--- src/rtl/logicnet_layer_sequencer_if.sv ---
// Config, input-vector and output-vector signals for one time-multiplexed LogicNets layer.
// master = the side driving stimulus and config; slave = the sequencer.
interface logicnet_layer_sequencer_if #(
    parameter int IN_WIDTH = 8,
    parameter int NEURONS  = 4,
    parameter int FANIN    = 2,
    parameter int IDX_W    = 3
);
    localparam int NEU_W  = (NEURONS > 1) ? $clog2(NEURONS) : 1;
    localparam int SLOT_W = (FANIN > 1) ? $clog2(FANIN) : 1;

    logic              cfg_tt_we;
    logic [NEU_W-1:0]  cfg_tt_neuron;
    logic [FANIN-1:0]  cfg_tt_addr;
    logic              cfg_tt_bit;
    logic              cfg_conn_we;
    logic [NEU_W-1:0]  cfg_conn_neuron;
    logic [SLOT_W-1:0] cfg_conn_slot;
    logic [IDX_W-1:0]  cfg_conn_idx;
    logic              cfg_ready;

    logic                in_valid;
    logic                in_ready;
    logic [IN_WIDTH-1:0] in_data;

    logic               out_valid;
    logic               out_ready;
    logic [NEURONS-1:0] out_data;
    logic               busy;

    modport master (
        output cfg_tt_we, cfg_tt_neuron, cfg_tt_addr, cfg_tt_bit,
        output cfg_conn_we, cfg_conn_neuron, cfg_conn_slot, cfg_conn_idx,
        input  cfg_ready,
        output in_valid, in_data,
        input  in_ready,
        output out_ready,
        input  out_valid, out_data, busy
    );

    modport slave (
        input  cfg_tt_we, cfg_tt_neuron, cfg_tt_addr, cfg_tt_bit,
        input  cfg_conn_we, cfg_conn_neuron, cfg_conn_slot, cfg_conn_idx,
        output cfg_ready,
        input  in_valid, in_data,
        output in_ready,
        input  out_ready,
        output out_valid, out_data, busy
    );
endinterface

--- src/rtl/logicnet_layer_sequencer.sv ---
// Evaluates one LogicNets sparse layer a neuron per clock through a single shared
// truth-table lookup, using distributed config memories loaded while idle.
//
// state | meaning
// IDLE  | accepting config writes and a new input vector
// EVAL  | neuron n looked up and written to out_data[n] each cycle
// DONE  | out_data presented, held until downstream takes it
module logicnet_layer_sequencer #(
    parameter int IN_WIDTH = 8,
    parameter int NEURONS  = 4,
    parameter int FANIN    = 2,
    parameter int IDX_W    = 3
) (
    input  logic                        clk,
    input  logic                        rst,
    logicnet_layer_sequencer_if.slave   bus
);
    localparam int NEU_W   = (NEURONS > 1) ? $clog2(NEURONS) : 1;
    localparam int TT_SIZE = 1 << FANIN;
    localparam int PAD_W   = 1 << IDX_W;

    typedef enum logic [1:0] {
        IDLE = 2'd0,
        EVAL = 2'd1,
        DONE = 2'd2
    } state_t;

    state_t state, state_nxt;

    logic [IN_WIDTH-1:0] in_reg;
    logic [NEU_W-1:0]    n;
    logic [NEURONS-1:0]  out_data_r;

    logic [TT_SIZE-1:0] tt   [NEURONS];
    logic [IDX_W-1:0]   conn [NEURONS][FANIN];

    logic [PAD_W-1:0] in_pad;
    logic [FANIN-1:0] addr;
    logic             lut_bit;
    logic             last;
    logic             accept;
    logic             idle_open;

    // Zero-padding the captured vector makes any out-of-range index read as 0.
    always_comb begin
        in_pad = '0;
        in_pad[IN_WIDTH-1:0] = in_reg;
        addr = '0;
        for (int k = 0; k < FANIN; k++) begin
            addr[k] = in_pad[conn[n][k]];
        end
        lut_bit = tt[n][addr];
    end

    assign last = (n == NEU_W'(NEURONS - 1));

    always_ff @(posedge clk) begin
        if (rst) begin
            state <= IDLE;
        end else begin
            state <= state_nxt;
        end
    end

    always_comb begin
        state_nxt     = state;
        accept        = 1'b0;
        idle_open     = 1'b0;
        bus.in_ready  = 1'b0;
        bus.cfg_ready = 1'b0;
        bus.out_valid = 1'b0;
        bus.busy      = 1'b0;
        case (state)
            IDLE: begin
                idle_open     = !rst;
                bus.in_ready  = !rst;
                bus.cfg_ready = !rst;
                if (bus.in_valid) begin
                    accept    = 1'b1;
                    state_nxt = EVAL;
                end
            end
            EVAL: begin
                bus.busy = 1'b1;
                if (last) begin
                    state_nxt = DONE;
                end
            end
            DONE: begin
                bus.busy      = 1'b1;
                bus.out_valid = 1'b1;
                if (bus.out_ready) begin
                    state_nxt = IDLE;
                end
            end
            default: state_nxt = IDLE;
        endcase
    end

    always_ff @(posedge clk) begin
        if (rst) begin
            n          <= '0;
            out_data_r <= '0;
        end else if (accept) begin
            in_reg <= bus.in_data;
            n      <= '0;
        end else if (state == EVAL) begin
            out_data_r[n] <= lut_bit;
            n             <= last ? '0 : n + 1'b1;
        end
    end

    // Config memories are intentionally unreset so a layer reset keeps the programmed network.
    always_ff @(posedge clk) begin
        if (idle_open && bus.cfg_tt_we) begin
            tt[bus.cfg_tt_neuron][bus.cfg_tt_addr] <= bus.cfg_tt_bit;
        end
        if (idle_open && bus.cfg_conn_we) begin
            conn[bus.cfg_conn_neuron][bus.cfg_conn_slot] <= bus.cfg_conn_idx;
        end
    end

    assign bus.out_data = out_data_r;

endmodule

--- src/flat_wrapper.sv ---
// flat-port wrapper written by rule: the top's interface ports become plain ports
module logicnet_layer_sequencer_flat 
#(
    parameter int IN_WIDTH = 8,
    parameter int NEURONS  = 4,
    parameter int FANIN    = 2,
    parameter int IDX_W    = 3
)
  (clk, rst, bus_cfg_tt_we, bus_cfg_tt_neuron, bus_cfg_tt_addr, bus_cfg_tt_bit, bus_cfg_conn_we, bus_cfg_conn_neuron, bus_cfg_conn_slot, bus_cfg_conn_idx, bus_cfg_ready, bus_in_valid, bus_in_data, bus_in_ready, bus_out_ready, bus_out_valid, bus_out_data, bus_busy);
  logicnet_layer_sequencer_if #(.IN_WIDTH(IN_WIDTH), .NEURONS(NEURONS), .FANIN(FANIN), .IDX_W(IDX_W)) bus_i ();
  input  logic clk;
  input  logic rst;
  input wire logic [$bits(bus_i.cfg_tt_we)-1:0] bus_cfg_tt_we;
  input wire logic [$bits(bus_i.cfg_tt_neuron)-1:0] bus_cfg_tt_neuron;
  input wire logic [$bits(bus_i.cfg_tt_addr)-1:0] bus_cfg_tt_addr;
  input wire logic [$bits(bus_i.cfg_tt_bit)-1:0] bus_cfg_tt_bit;
  input wire logic [$bits(bus_i.cfg_conn_we)-1:0] bus_cfg_conn_we;
  input wire logic [$bits(bus_i.cfg_conn_neuron)-1:0] bus_cfg_conn_neuron;
  input wire logic [$bits(bus_i.cfg_conn_slot)-1:0] bus_cfg_conn_slot;
  input wire logic [$bits(bus_i.cfg_conn_idx)-1:0] bus_cfg_conn_idx;
  output wire logic [$bits(bus_i.cfg_ready)-1:0] bus_cfg_ready;
  input wire logic [$bits(bus_i.in_valid)-1:0] bus_in_valid;
  input wire logic [$bits(bus_i.in_data)-1:0] bus_in_data;
  output wire logic [$bits(bus_i.in_ready)-1:0] bus_in_ready;
  input wire logic [$bits(bus_i.out_ready)-1:0] bus_out_ready;
  output wire logic [$bits(bus_i.out_valid)-1:0] bus_out_valid;
  output wire logic [$bits(bus_i.out_data)-1:0] bus_out_data;
  output wire logic [$bits(bus_i.busy)-1:0] bus_busy;
  assign bus_i.cfg_tt_we = bus_cfg_tt_we;
  assign bus_i.cfg_tt_neuron = bus_cfg_tt_neuron;
  assign bus_i.cfg_tt_addr = bus_cfg_tt_addr;
  assign bus_i.cfg_tt_bit = bus_cfg_tt_bit;
  assign bus_i.cfg_conn_we = bus_cfg_conn_we;
  assign bus_i.cfg_conn_neuron = bus_cfg_conn_neuron;
  assign bus_i.cfg_conn_slot = bus_cfg_conn_slot;
  assign bus_i.cfg_conn_idx = bus_cfg_conn_idx;
  assign bus_cfg_ready = bus_i.cfg_ready;
  assign bus_i.in_valid = bus_in_valid;
  assign bus_i.in_data = bus_in_data;
  assign bus_in_ready = bus_i.in_ready;
  assign bus_i.out_ready = bus_out_ready;
  assign bus_out_valid = bus_i.out_valid;
  assign bus_out_data = bus_i.out_data;
  assign bus_busy = bus_i.busy;
  logicnet_layer_sequencer #(.IN_WIDTH(IN_WIDTH), .NEURONS(NEURONS), .FANIN(FANIN), .IDX_W(IDX_W)) u_core (.clk(clk), .rst(rst), .bus(bus_i));
endmodule
--- config.mk ---
export PLATFORM = sky130hd
export DESIGN_NAME = logicnet_layer_sequencer_flat
export DESIGN_NICKNAME = d
export VERILOG_FILES = /design/src/rtl/logicnet_layer_sequencer_if.sv /design/src/rtl/logicnet_layer_sequencer.sv /design/src/flat_wrapper.sv
export SDC_FILE = /design/constraint.sdc
export NUM_CORES = 1
export LEC_CHECK = 0
export CORE_MARGIN = 4
export CORE_UTILIZATION = 50
export DETAILED_ROUTE_END_ITERATION = 12
export GPL_ROUTABILITY_DRIVEN = 0
export HOLD_SLACK_MARGIN = 0.03
export PLACE_DENSITY_LB_ADDON = 0.15
export SETUP_SLACK_MARGIN = 0.4
export SLEW_MARGIN = 0
export SYNTH_ARGS = -nofsm -noshare
export SYNTH_HDL_FRONTEND = slang
export SYNTH_SLANG_ARGS = --single-unit
export TNS_END_PERCENT = 10
--- constraint.sdc ---
create_clock -name clk -period 2.95 [get_ports clk]
set_input_delay 0.7375 -clock clk [delete_from_list [all_inputs] [get_ports clk]]
set_output_delay 0.7375 -clock clk [all_outputs]
set_load 0.02 [all_outputs]
# [Word level (Yosys, flattened, before mapping)]
# Memories as Yosys holds them, arrays and structs flattened. A register that Yosys moved wholly into a read port is not among the register bits.
# Cells that the tools add are included.
[classes] n_addsub=1 n_lt_le_gt_ge=9 n_eq_ne=6 muxes=31 bitwise=3 reduce_logical=12
[ops] cell="$mux 2" count=8
[ops] cell="$mux 1" count=12
[ops] cell="$lt 2x3->1 const B" count=3
[ops] cell="$lt 3x4->1 const B" count=2
[ops] cell="$bmux 1 s3" count=2
[ops] cell="$mux 6" count=1
[ops] cell="$pmux 2 s3" count=1
[ops] cell="$logic_and 1x1->1" count=5
[ops] cell="$bwmux 4" count=1
[ops] cell="$demux 1 s2" count=2
[ops] cell="$eq 2x2->1 const B" count=2
[ops] cell="$ge 2x1->1 const B" count=2
[ops] cell="$mux 4" count=1
[ops] cell="$ne 2x2->1 const B" count=2
[ops] cell="$reduce_and 2->1" count=2
[ops] cell="$reduce_or 2->1" count=2
[ops] cell="$demux 3 s1" count=1
[ops] cell="$mux 3" count=1
[ops] cell="$reduce_and 3->1" count=1
[ops] cell="$add 2x1->2 const B" count=1
[ops] cell="$bmux 1 s2" count=1
[ops] cell="$eq 2x1->1 const B" count=1
[ops] cell="$ge 2x2->1 const B" count=1
[ops] cell="$logic_not 2->1" count=1
[ops] cell="5 further kinds" count=6
[word_totals] register_bits=16 ram_bits=40 in_bits=25 memories=2
[memory_table] name="u_core.conn" depth=4 word_bits=6 rd=1 rd_ports_with_merged_regs=1 write_ports=1 line="logicnet_layer_sequencer.sv:35" rtl="logic [IDX_W-1:0] conn [NEURONS][FANIN];"
[memory_table] name="u_core.tt" depth=4 word_bits=4 rd=1 rd_ports_with_merged_regs=1 write_ports=1 line="logicnet_layer_sequencer.sv:34" rtl="logic [TT_SIZE-1:0] tt [NEURONS];"

# [Longest topological paths before layout]
# Gate-level depths: netlist of run 1.
[logic_depth] ltp_word=6 mapped_depth=7

# [Least setup slack after synthesis of run 1]
# OpenSTA, ideal clock, no wires.
[synth_timing] path_type="in2reg" start="input rst" end="memory u_core.tt[0][0] (netlist bit), enable pin" arrival_ns=1.903 required_time_ns=2.638 setup_slack_ns=0.735 cell_stages=4 n_path_buf=0 cell_sequence="nor2b_1 -> nand2_1 -> or3_1 -> nor3_1"
[synth_between] elab_chain_len=5
[synth_lines] item="start, declared" line="flat_wrapper.sv:12" rtl="input logic rst;"
[synth_lines] item="$logic_not 1->1" line="logicnet_layer_sequencer.sv:75" rtl="idle_open = !rst;"
[synth_lines] item="$mux 1" line="logicnet_layer_sequencer.sv:73" rtl="case (state)"
[synth_lines] item="$logic_and 1x1->1" line="logicnet_layer_sequencer.sv:115" rtl="if (idle_open && bus.cfg_tt_we) begin"
[synth_lines] item="$mux 1" line="logicnet_layer_sequencer.sv:115"
[synth_lines] item="$mux 4 (implied by the code)" line="logicnet_layer_sequencer.sv:116" rtl="tt[bus.cfg_tt_neuron][bus.cfg_tt_addr] <= bus.cfg_tt_bit;"
[synth_lines] item="end, declared" line="logicnet_layer_sequencer.sv:34"
# Every way passes these cells.

# [Worst setup path in the final report of run 1]
[layout_timing] start="input rst" end="output bus_cfg_ready"
[layout_between] elab_chain_len=2
[layout_lines] item="$logic_not 1->1" line="logicnet_layer_sequencer.sv:77" rtl="bus.cfg_ready = !rst;"
[layout_lines] item="$mux 1" line="logicnet_layer_sequencer.sv:73"
[layout_lines] item="end, declared" line="flat_wrapper.sv:21" rtl="output wire logic [$bits(bus_i.cfg_ready)-1:0] bus_cfg_ready;"
# Every way passes these cells.

==> results of run 1 <==
how the worst min path moves through the flow:
stage | from | end | slack, ns | cells past startpoint
after floorplan | u_core.state[1] | u_core.state[1] | 0.49 | 2
after global placement | u_core.bus.out_data[3] | u_core.bus.out_data[3] | 0.49 | 2
after detailed placement | u_core.bus.out_data[3] | u_core.bus.out_data[3] | 0.50 | 2
after CTS | u_core.bus.out_data[3] | u_core.bus.out_data[3] | 0.52 | 2
after global routing | u_core.bus.out_data[2] | u_core.bus.out_data[2] | 0.55 | 2
final | u_core.bus.out_data[3] | u_core.bus.out_data[3] | 0.52 | 2
power groups by stage:
| stage | sequential [mW] | combinational (mW) | clock [mW] |
|---|---|---|---|
| 2_1_floorplan | 0.988 | 0.368 | 0 |
| 3_3_place_gp | 0.990 | 0.523 | 0 |
| 3_5_place_dp | 0.996 | 0.548 | 0 |
| 4_1_cts | 0.978 | 0.550 | 0.798 |
| 5_1_grt | 0.983 | 0.602 | 0.830 |
| 6_report | 0.978 | 0.543 | 0.789 |
metrics by stage:
step | hold WS (ns) | power [mW] | setup slack (ns)
after global placement | 0.493 | 1.51 | 0.146
final | 0.521 | 2.31 | 0.420
after CTS | 0.520 | 2.33 | 0.139
after detailed placement | 0.503 | 1.54 | 0.144
after floorplan | 0.487 | 1.36 | 0.735
after global routing | 0.554 | 2.41 | 0.379
cell type report:
| class | instances | area, µm² | area share (%) |
|---|---|---|---|
| well taps | 70 | 87.6 | 2.69 |
| clock buffers | 9 | 124 | 3.81 |
| multi-input cells | 113 | 928 | 28.5 |
| flip-flops and latches | 58 | 1640 | 50.5 |
| inverters | 7 | 26.3 | 0.808 |
| repair buffers | 36 | 352 | 10.8 |
| clock inverters | 7 | 93.8 | 2.88 |
critical path: cells and delay by family:
kind / cells / cell delay (ns)
buf+inv: 3 / 0.94
simple gates: 1 / 0.11
layout by cell type, fill, tap and decap left out, types with 4 or more instances in the layout:
| cell type | count |
|---|---|
| buf_4 | 4 |
| clkdlybuf4s50_1 | 30 |
| nor2_1 | 28 |
| ha_1 | 9 |
| inv_1 | 7 |
| nor3_1 | 7 |
| o221ai_1 | 4 |
| dfxtp_1 | 10 |
| nand2b_1 | 4 |
| mux4_1 | 8 |
| edfxtp_1 | 48 |
| mux2i_1 | 18 |
| nand3b_1 | 5 |
| clkbuf_8 | 9 |
| nand2_1 | 17 |
state kept, by name (all words and copies together), names as in the netlist, named ones only:
register / flops
u_core.conn: 24
u_core.tt: 16
u_core.in_pad: 8
u_core.bus.out_data: 4
u_core.n: 2
u_core.state: 2
routing by layer:
metal / track usage (%) / share of wire (%) / up-vias
li1: - / - / 773
met1: 20.8 / 44 / 781
met2: 27.3 / 49 / 54
met3: 5.04 / 5.7 / 10
met4: 7.26 / 1.7 / 0
met5: 0 / 0 / -
what timing repair did:
action | in CTS | in global routing
hold buffers | 0 | 0
pin swaps | 0 | 0
setup endpoints to repair | 2 | 3
gates resized for setup | 1 | 1
gates cloned | 0 | 0
kinds of logic (layout without fill, tap and decap cells):
| logic type | after synthesis | after routing |
|---|---|---|
| buffers and inverters | 11 | 59 |
| muxes | 30 | 30 |
| and+or+nand+nor | 66 | 66 |
| adders and majority gates | 9 | 9 |
| DFF | 58 | 58 |
| AOI/OAI and AO/OA | 8 | 8 |
==> qor.csv, run 1 <==
metric,value,unit
status,"complete, no violations",
synth-seq-area-share,62.6,%
antenna_found_initial,0,
worstMarginPinSlew,0.499,ns
synth_top_area_cell,edfxtp_1,
root_buffer,clkbuf_8,
core.rowCount,26,
grt_pass1_vias,1696,
synth.most_common_cell,edfxtp_1,
r2r_slack,0.55,ns
diodes,0,
die_x,80.4,µm
io_pins,33,
die_area,6470,µm²
ir_drop,306,µV
final_cells,300,
cap_violations,0,
path_class,input pin to primary output,
syn_area_per_cell,14.4,µm²
drive_gt1_share,10.4,%
startpoint_type,input pin,
synthSimpleGateAreaFrac,11.3,%
final-max-slew-violation-count,0,
p_comb_share,23.5,%
max_stage_delay,0.43,ns
powerDensity,710,nW/µm²
ys_warn_count,0,
area_growth,24.0,%
ys_ff_latch,58,
first_pass_iters,4,
cts_tree,built,
clk_pin_slew,0.07,ns
power.share.switching,27.8,%
worst_setup_path_end_kind,primary output,
clk_path_buf_depth,2,
critical-path-slowest-cell,clkdlybuf4s50_1,
p_sw,641,µW
cts_made_buffers,9,
critPathLaunch,rst,
clkLatencyLatePin,0.33,ns
syn_inst,182,
synthMuxAreaShare,17.6,%
synthAdderAreaFrac,4.29,%
drc,0,
ant_nets,0,
ctsHtreeMaxLevel,3,
synth_compound_area_share,2.24,%
period_share,85.8,%
synth_area_leaders,"edfxtp_1, mux4_1, dfxtp_1, mux2i_1, ha_1",
finalHoldViolCount,0,
timing.fmax,0.395,GHz
synthFlopType,edfxtp_1,
cp_max_fo,7,
pwr-share-seq,42.4,%
synth.top_cell.area_share,55.0,%
worstPathArrival,1.79,ns
setup_tns,0,ns
p_leak,1.14,nW
synth_nets,216,
start_util,51.3,%
final.fill_count,410,
clock-sinks,58,
synth-edff-count,48,
dp.final_hpwl,3660,µm
post_cts_buffers,0,
final_util,63.7,%
grt_usage,16.8,%
async_flop_share,0,%
pwr-share-clk,34.2,%
postPlaceCellArea,3030,µm²
vias_per_cell,5.39,
drt-initial-drc-count,47,
rsz0062_at_grt,yes,
mappedNetlistArea,2620,µm²
grt.overflow.total,0,
fp.coreArea,5110,µm²
slew_headroom,66.5,%
reg2reg_to,u_core.bus.out_data[0],
crit_path_end,bus_cfg_ready,
fin_area,3250,µm²
routed_wirelength,4850,µm
dieHeight,80.4,µm
port_buffers,32,
synth_xor_area_share,0,%
grt_pass1_wl,8030,µm
vias,1618,
synth_commonest_cells,"edfxtp_1, nor2_1, mux2i_1, nand2_1, dfxtp_1",
nNetsFinal,259,
place_inst,284,
crit_chain,clkdlybuf4s50_1 -> nor2b_1 -> buf_4 -> dlygate4sd2_1,
setup_viol,0,
p_int,1.67,mW
hold_path_class,flip-flop to flip-flop,
crit_required,2.21,ns
fin_worst_skew,0.0127,ns
synth_top_family_by_area,multiplexers,
wire_per_inst,16.2,µm
reg2regPathDepth,6,
fin_crit,2.53,ns
grt_max_degree,17,
yosysUniqueCellTypes,26,
No activity file was read; power rests on OpenSTA's default activity.
==> run 2, diff against run 1 <==
- CORE_MARGIN: 4 -> default
==> run 2 against run 1 <==
Sequential power is essentially flat. Critical path depth unchanged. Clock skew down 0.0068 ns. Register-to-register slack better by 0.06 ns. Hold slack better by 0.0066 ns. Clock power fell by 11%. Wire length decreased by 4.1%. Clock-buffer cell count stayed put. Critical endpoint is now bus_in_ready. Largest power group unchanged.
==> qor.csv, run 2 (synthesis results as in run 1) <==
metric,value,unit
timing.fmax,0.396,GHz
finalHoldViolCount,0,
die_area,5540,µm²
grt_use_met3,4.88,%
worst_setup_path_end_kind,primary output,
grt_usage,18.7,%
clock-sinks,58,
post-place-ws,0.143,ns
worstPathArrival,1.79,ns
postPlaceCellArea,3030,µm²
clk_path_buf_depth,2,
post_cts_buffers,0,
reg2reg_to,u_core.bus.out_data[3],
hold_ws,0.527,ns
hold_path_class,flip-flop to flip-flop,
grt_pass1_vias,1563,
grt.overflow.total,0,
crit_required,2.21,ns
root_buffer,clkbuf_8,
first_pass_iters,5,
fin_area,3220,µm²
fp.coreArea,4880,µm²
start_util,53.7,%
cts_tree,built,
port_buffers,32,
setup_tns,0,ns
setup_viol,0,
clkLatencyLatePin,0.32,ns
cp_max_fo,7,
critical-path-slowest-cell,clkdlybuf4s50_1,
grt.busiest_layer,met2,
diodes,0,
final-max-slew-violation-count,0,
met2_usage,28.8,%
path_class,input pin to primary output,
crit_path_end,bus_in_ready,
r2r_slack,0.61,ns
worstMarginPinSlew,0.502,ns
period_share,85.7,%
cap_violations,0,
powerDensity,689,nW/µm²
worst-path-stages,4,
io_pins,33,
grt_pass1_wl,7320,µm
rsz0062_at_grt,yes,
drc,0,
fin_worst_skew,0.00594,ns
ctsHtreeMaxLevel,3,
finalWorstSetupSlack,0.423,ns
status,"complete, no violations",
reg2regPathDepth,6,
fin_crit,2.53,ns
drt-initial-drc-count,69,
antenna_found_initial,0,
dieHeight,74.4,µm
p_leak,1.13,nW
ant_nets,0,
largest-register,u_core.conn,
final_common_cell,edfxtp_1,
max_stage_delay,0.43,ns
grt_max_degree,17,
area_growth,22.8,%
ir_drop,352,µV
crit_chain,clkdlybuf4s50_1 -> nor2b_1 -> buf_4 -> clkdlybuf4s15_1,
largest_reg_flops,24,
cts_made_buffers,9,
clk_pin_slew,0.06,ns
grt.met1_usage,24.4,%
startpoint_type,input pin,
critPathLaunch,rst,
vias,1607,
most-common-layout-cells,"edfxtp_1, clkdlybuf4s50_1, nor2_1, mux2i_1, nand2_1",
vias_per_cell,5.41,
core.rowCount,25,
wire_per_inst,15.7,µm
total_power,2.22,mW
slew_headroom,66.3,%
die_x,74.4,µm
dp.final_hpwl,3470,µm
nNetsFinal,259,
path_buf_inv,3,
drive_gt1_share,10.4,%
crit_family,buffers and inverters,
routed_wirelength,4650,µm
==> run 2: cell count changes in the layout (fill, tap and decap cells not counted) <==
cell and change:
clkinv_1 +1, clkdlybuf4s15_1 +1, dlymetal6s2s_1 -1, clkinv_4 +2, bufinv_16 -1, clkinvlp_4 -2
dlygate4sd2_1 -1, clkbuf_2 +1
==> run 2: worst register-to-register path: stages, from the launching register on <==
cell      delay, ns
dfxtp_1        0.40
mux4_2         0.61
mux2i_1        0.18
mux2i_1        0.11
mux2i_2        0.27
mux2i_1        0.42
o221ai_1       0.20
==> run 2: stage by stage <==
step | instances | util [%]
finish | 297 | 66.0
global route | 297 | 66.0
CTS | 297 | 66.0
detailed placement | 281 | 62.1
global placement | 281 | 62.1
floorplan | 182 | -
==> run 2: metal layers <==
layer	vias to the layer above	part of all wire (%)	wire length, µm
met4	0	1.2	57
met1	772	46	2130
li1	778	-	-
met2	50	48	2240
met3	7	4.7	221
met5	-	0	0
==> run 2: layout make-up <==
cell class / count / area [µm²]
clock buffers: 9 / 124
clock inverters: 7 / 70.1
fillers: 374 / 1660
inverters: 7 / 26.3
multi-input cells: 113 / 928
flip-flops and latches: 58 / 1640
well taps: 67 / 83.8
repair buffers: 36 / 345
==> run 2: how the worst min path moves through the flow <==
stage                                start                      to  slack, ns  depth (start not counted)
floorplan                  u_core.state[1]         u_core.state[1]       0.49                          2
global placement    u_core.bus.out_data[3]  u_core.bus.out_data[3]       0.49                          2
detailed placement  u_core.bus.out_data[2]  u_core.bus.out_data[2]       0.51                          2
CTS                 u_core.bus.out_data[2]  u_core.bus.out_data[2]       0.53                          2
global route        u_core.bus.out_data[3]  u_core.bus.out_data[3]       0.56                          2
finish              u_core.bus.out_data[2]  u_core.bus.out_data[2]       0.53                          2
==> run 2: power breakdown <==
| part | total [mW] | switching (mW) | internal (mW) |
|---|---|---|---|
| clock | 0.702 | 0.314 | 0.388 |
| sequential | 0.977 | 0.0358 | 0.941 |
| combinational | 0.539 | 0.287 | 0.252 |
==> run 2: timing repair <==
| item | in CTS | in global routing |
|---|---|---|
| gates resized for setup | 2 | 3 |
| setup endpoints to repair | 2 | 2 |
| hold buffers | 0 | 0 |
